### config.mk
export PLATFORM = sky130hd
export DESIGN_NAME = ccff_shadow_mem
export DESIGN_NICKNAME = d
export VERILOG_FILES = /design/src/rtl/ccff_pkg.sv /design/src/rtl/ccff_dff_cell.sv /design/src/rtl/ccff_shadow_mem.sv
export SDC_FILE = /design/constraint.sdc
export NUM_CORES = 1
export LEC_CHECK = 0
export BUFFER_PORTS_ARGS = -buffer_cell sky130_fd_sc_hd__buf_2
export CORE_ASPECT_RATIO = 1.1
export CORE_UTILIZATION = 40
export CTS_BUF_LIST = sky130_fd_sc_hd__clkbuf_4 sky130_fd_sc_hd__clkbuf_8
export DETAILED_ROUTE_END_ITERATION = 8
export PLACE_DENSITY = 0.75
export SYNTH_ARGS = -nofsm -noshare
export SYNTH_HDL_FRONTEND = slang
export SYNTH_HIERARCHICAL = 1
export SYNTH_SLANG_ARGS = --single-unit
### constraint.sdc
create_clock -name prog_clk -period 1.85 [get_ports prog_clk]
set_input_delay 0 -clock prog_clk [delete_from_list [all_inputs] [get_ports prog_clk]]
set_output_delay 0 -clock prog_clk [all_outputs]
set_load 0.1 [all_outputs]
### src/rtl/ccff_pkg.sv
`default_nettype none
// +----------------------------------------------------------------------+
// | Module   : ccff_pkg                                                  |
// | Brief    : Shared types and helpers for the config-chain shadow      |
// |            memory (load state, size limit, counter width).           |
// | Revision : 1.0  initial release                                      |
// +----------------------------------------------------------------------+
package ccff_pkg;

    // Upper bound on select bits a single chain element can drive.
    localparam int CCFF_MAX_BITS = 32;

    // Load progress of the shift register between commits.
    typedef enum logic [1:0] {
        ST_EMPTY   = 2'd0,
        ST_PARTIAL = 2'd1,
        ST_LOADED  = 2'd2
    } ccff_state_e;

    // Plain encoded forms of the same states for legacy comparisons.
    localparam logic [1:0] c_ST_EMPTY   = 2'd0;
    localparam logic [1:0] c_ST_PARTIAL = 2'd1;
    localparam logic [1:0] c_ST_LOADED  = 2'd2;

    // Width needed to count from 0 up to and including n.
    function automatic int cnt_width(input int n);
        return $clog2(n + 1);
    endfunction

endpackage : ccff_pkg
`default_nettype wire

### src/rtl/ccff_dff_cell.sv
`default_nettype none
// +----------------------------------------------------------------------+
// | Module   : ccff_dff_cell                                             |
// | Brief    : Single flop with enable and asynchronous active-low       |
// |            reset; building block of the chain and shadow stages.     |
// | Revision : 1.0  initial release                                      |
// +----------------------------------------------------------------------+
module ccff_dff_cell #(
    parameter logic RST_VAL = 1'b0
) (
    input  logic clk,
    input  logic rst_n,
    input  logic i_en,
    input  logic i_d,
    output logic o_q
);

    // Capture i_d when enabled; reset forces the per-bit reset value.
    always_ff @(posedge clk or negedge rst_n) begin
        if (!rst_n) begin
            o_q <= RST_VAL;
        end else if (i_en) begin
            o_q <= i_d;
        end
    end

endmodule : ccff_dff_cell
`default_nettype wire

### src/rtl/ccff_shadow_mem.sv
`default_nettype none
// +----------------------------------------------------------------------+
// | Module   : ccff_shadow_mem                                           |
// | Brief    : Serial config shift chain with a shadow register that     |
// |            updates mux selects only on a checked commit.             |
// | Revision : 1.0  initial release                                      |
// +----------------------------------------------------------------------+
module ccff_shadow_mem
    import ccff_pkg::*;
#(
    parameter int                  CFG_BITS  = 6,
    parameter logic [CFG_BITS-1:0] RESET_VAL = {CFG_BITS{1'b0}}
) (
    input  logic                prog_clk,
    input  logic                prog_reset_n,
    input  logic                ccff_head,
    input  logic                ccff_en,
    input  logic                ccff_commit,
    output logic                ccff_tail,
    output logic [CFG_BITS-1:0] mem_out,
    output logic [CFG_BITS-1:0] mem_outb,
    output logic                cfg_valid,
    output logic                cfg_err
);

    localparam int            c_CW   = cnt_width(CFG_BITS);
    localparam logic [c_CW-1:0] c_FULL = c_CW'(CFG_BITS);

    logic [CFG_BITS-1:0] w_sh;
    logic [CFG_BITS-1:0] w_mem;
    logic [c_CW-1:0]     r_cnt;
    logic [c_CW-1:0]     w_cnt_next;
    logic [1:0]          w_state;
    logic                w_commit_ok;
    logic                r_cfg_valid;
    logic                r_cfg_err;

    // Shift chain: bit 0 takes the head, each bit takes its lower neighbour.
    generate
        for (genvar i = 0; i < CFG_BITS; i++) begin : g_chain
            logic w_d;
            if (i == 0) begin : g_head
                assign w_d = ccff_head;
            end else begin : g_link
                assign w_d = w_sh[i-1];
            end
            ccff_dff_cell #(.RST_VAL(1'b0)) u_sh (
                .clk   (prog_clk),
                .rst_n (prog_reset_n),
                .i_en  (ccff_en),
                .i_d   (w_d),
                .o_q   (w_sh[i])
            );
        end
    endgenerate

    // Shadow stage: loads the pre-shift chain contents on a good commit.
    generate
        for (genvar i = 0; i < CFG_BITS; i++) begin : g_shadow
            ccff_dff_cell #(.RST_VAL(RESET_VAL[i])) u_mem (
                .clk   (prog_clk),
                .rst_n (prog_reset_n),
                .i_en  (w_commit_ok),
                .i_d   (w_sh[i]),
                .o_q   (w_mem[i])
            );
        end
    endgenerate

    // Load state is a pure decode of the shift count.
    always_comb begin
        w_state = c_ST_EMPTY;
        if (r_cnt == c_FULL) begin
            w_state = c_ST_LOADED;
        end else if (r_cnt != '0) begin
            w_state = c_ST_PARTIAL;
        end
    end

    assign w_commit_ok = ccff_commit && (w_state == c_ST_LOADED);

    // Next count: commit restarts it (counting a same-cycle shift), shifts saturate.
    always_comb begin
        w_cnt_next = r_cnt;
        if (ccff_commit) begin
            w_cnt_next = ccff_en ? c_CW'(1) : '0;
        end else if (ccff_en && (r_cnt != c_FULL)) begin
            w_cnt_next = r_cnt + c_CW'(1);
        end
    end

    // Count and status flags; error is sticky until the next good commit.
    always_ff @(posedge prog_clk or negedge prog_reset_n) begin
        if (!prog_reset_n) begin
            r_cnt       <= '0;
            r_cfg_valid <= 1'b0;
            r_cfg_err   <= 1'b0;
        end else begin
            r_cnt <= w_cnt_next;
            if (w_commit_ok) begin
                r_cfg_valid <= 1'b1;
                r_cfg_err   <= 1'b0;
            end else if (ccff_commit) begin
                r_cfg_err   <= 1'b1;
            end
        end
    end

    assign ccff_tail = w_sh[CFG_BITS-1];
    assign mem_out   = w_mem;
    assign mem_outb  = ~w_mem;
    assign cfg_valid = r_cfg_valid;
    assign cfg_err   = r_cfg_err;

endmodule : ccff_shadow_mem
`default_nettype wire

==> impl_metrics.yaml <==
run_status:
  outcome: "completed"
place:
  pre_cts_slack_ns: 0.256
  port_buffers: 19
  gp_congestion: 0.667
  hpwl_um: 812
clock_tree:
  clock_path_buffers: 2
  cts_made_buffers: 3
  path_clk_slew_ns: 0.10
  post_cts_buffers: 0
  htreeDepth: 1
  clock-sinks: 17
  clock-root-buffer: "clkbuf_4"
  cts_tree: "done"
  worstSkewPairLatency_ns: 0.29
grt:
  grt_pass1_vias: 371
  grt_pass1_wl_um: 1610
  grt-ovfl-total: 0
  grt_max_degree: 18
  grt_use_total_pct: 11.3
  antenna_found_initial: 0
final_layout:
  drive_gt1_share_pct: 45.6
  final_nets: 87
  final_common_cell: "buf_2"
  area_growth_pct: 23.5
  final_core_util_pct: 52.3
  final_cell_mix: "buf_2, dfrtp_1, mux2_4"
  antennaDiodeCount: 0
timing:
  final.setup.worst_slack_ns: 0.248
  clock_skew_ns: 0.00667
  slew_headroom_pct: 67.9
  drv_slew: 0
  whs_ns: 0.140
  rsz0062_at_grt: "false"
  max_freq_mhz: 624
  fin_crit_sh_pct: 86.6
  hold_violations: 0
  final.min_clock_period_ns: 1.60
  worst_pin_slew_ns: 0.485
  tns_ns: 0
  setup_violations: 0
worst_hold_path:
  hold_path_end: "r_cnt[2]"
  hold_depth: 3
  min_from: "ccff_en"
  hold_path_class: "in2reg"
route:
  final_antenna_net_count: 0
  wl_um: 1150
  drt_iter0_markers: 3
  avgViaCountPerCell: 4.90
  drc: 0
  firstDrtPassIters: 3
  wire_per_inst_um: 11.8
  vias: 475
critical_path:
  required_ns: 2.03
  r2r_end: "g_shadow[0].u_mem/o_q"
  cp-end-kind: "flip-flop"
  rr_startpoint: "r_cnt[0]"
  rr_worst_depth: 4
  cp_data_arrival_time_ns: 1.78
  worstSetupPathType: "reg2reg"
  cp-start-kind: "flip-flop"
  rrSetupSlack_ns: 0.25
  cp_max_fo: 8
die:
  ios: 20
  die_h_um: 47.3
  core-area_um2: 1760
  start_util_pct: 42.4
  dieArea_um2: 2040
  num_rows: 16
  die_w_um: 43.2
synthesis:
  syn-num-nets: 60
  ys_types: 15
  syn_area_um2: 747
  yosys_warnings: 6
  ys_ff_latch: 17
  synthCells: 53
  seq_area_frac_synth_pct: 57.0
  syn-mean-instance-area_um2: 14.1
pwr:
  power-per-cell-area_nw_per_um2: 1150
  peakVddDrop_v: 0.000734
  p_leak_nw: 0.477
flow_run:
  drv_cap: 0
==> layer usage <==
metal	vias to the layer above	share of wire, %	global-route usage (%)
met5	-	0	0
met4	0	1.2	3.64
met3	2	6.1	6.92
li1	228	-	-
met1	227	45	13.9
met2	18	47	16.7
==> synthesized netlist by cell type <==
master	n	area, um^2
and3_1	1	6.26
and4b_1	1	10.0
or2_1	1	6.26
nor2_1	3	11.3
nor3_1	1	5.00
inv_1	8	30.0
a21boi_2	1	11.3
mux2i_1	1	10.0
a21oi_1	1	5.00
mux2_4	12	180
o311ai_0	1	8.76
dfrtp_1	17	425
nand3_1	1	5.00
nand2_1	2	7.51
ha_1	2	25.0
==> worst max-delay path by stage <==
stage / slack (ns) / to / startpoint / cells after the start
after floorplan: 0.27 / mem_outb[0] / g_shadow[0].u_mem/o_q / 1
after global placement: 0.30 / g_shadow[0].u_mem/o_q / r_cnt[0] / 4
after detailed placement: 0.26 / g_shadow[1].u_mem/o_q / r_cnt[0] / 4
after CTS: 0.24 / g_shadow[0].u_mem/o_q / r_cnt[0] / 4
after global routing: 0.17 / g_shadow[0].u_mem/o_q / r_cnt[0] / 4
final: 0.25 / g_shadow[0].u_mem/o_q / r_cnt[0] / 4
==> where the power goes <==
group | internal [W] | switching, W | leakage (nW) | total (W)
logic | 0.0000997 | 0.000312 | 0.244 | 0.000411
registers | 0.000422 | 0.0000392 | 0.215 | 0.000461
clock network | 0.0000804 | 0.000111 | 0.0177 | 0.000191
==> area by class of cell <==
| type | instances | area [um^2] |
|---|---|---|
| fillers | 161 | 840 |
| flip-flops and latches | 17 | 425 |
| multi-input cells | 28 | 292 |
| repair buffers | 22 | 125 |
| inverters | 8 | 30.0 |
| clock buffers | 3 | 22.5 |
| well taps | 18 | 22.5 |
| clock inverters | 1 | 5.00 |
==> metrics by stage <==
step	power [W]	cell area, um^2	instances
after floorplan	0.000807	747	53
after global placement	0.000870	865	90
after detailed placement	0.000878	865	90
after CTS	0.00108	922	97
after global routing	0.00111	922	97
final	0.00106	922	97
==> state kept, by name (all words and copies together) (netlist names) <==
signal	flops
cfg_err	1
r_cnt	3
g_shadow.u_mem/o_q	6
g_chain.u_sh/o_q	6
cfg_valid	1
==> cells by family (layout without fill, tap and decap cells) <==
logic type | after synthesis | count (layout) | synth area share (%)
adders and majority gates | 2 | 2 | 3.35
and+or+nand+nor | 10 | 10 | 6.87
buffers and inverters | 8 | 34 | 4.02
AOI/OAI and AO/OA | 3 | 3 | 3.35
muxes | 13 | 13 | 25.5
DFF | 17 | 17 | 57.0
==> worst max-delay path, stage by stage, from the launching register on <==
cell,delay [ns]
dfrtp_1,0.39
inv_1,0.09
ha_1,0.22
and3_1,0.45
mux2_4,0.34
==> timing repair <==
item,in CTS,in global routing
resized for setup,0,0
hold buffers,3,0
hold endpoints to repair,20,0
(Power assumes the default switching activity.)
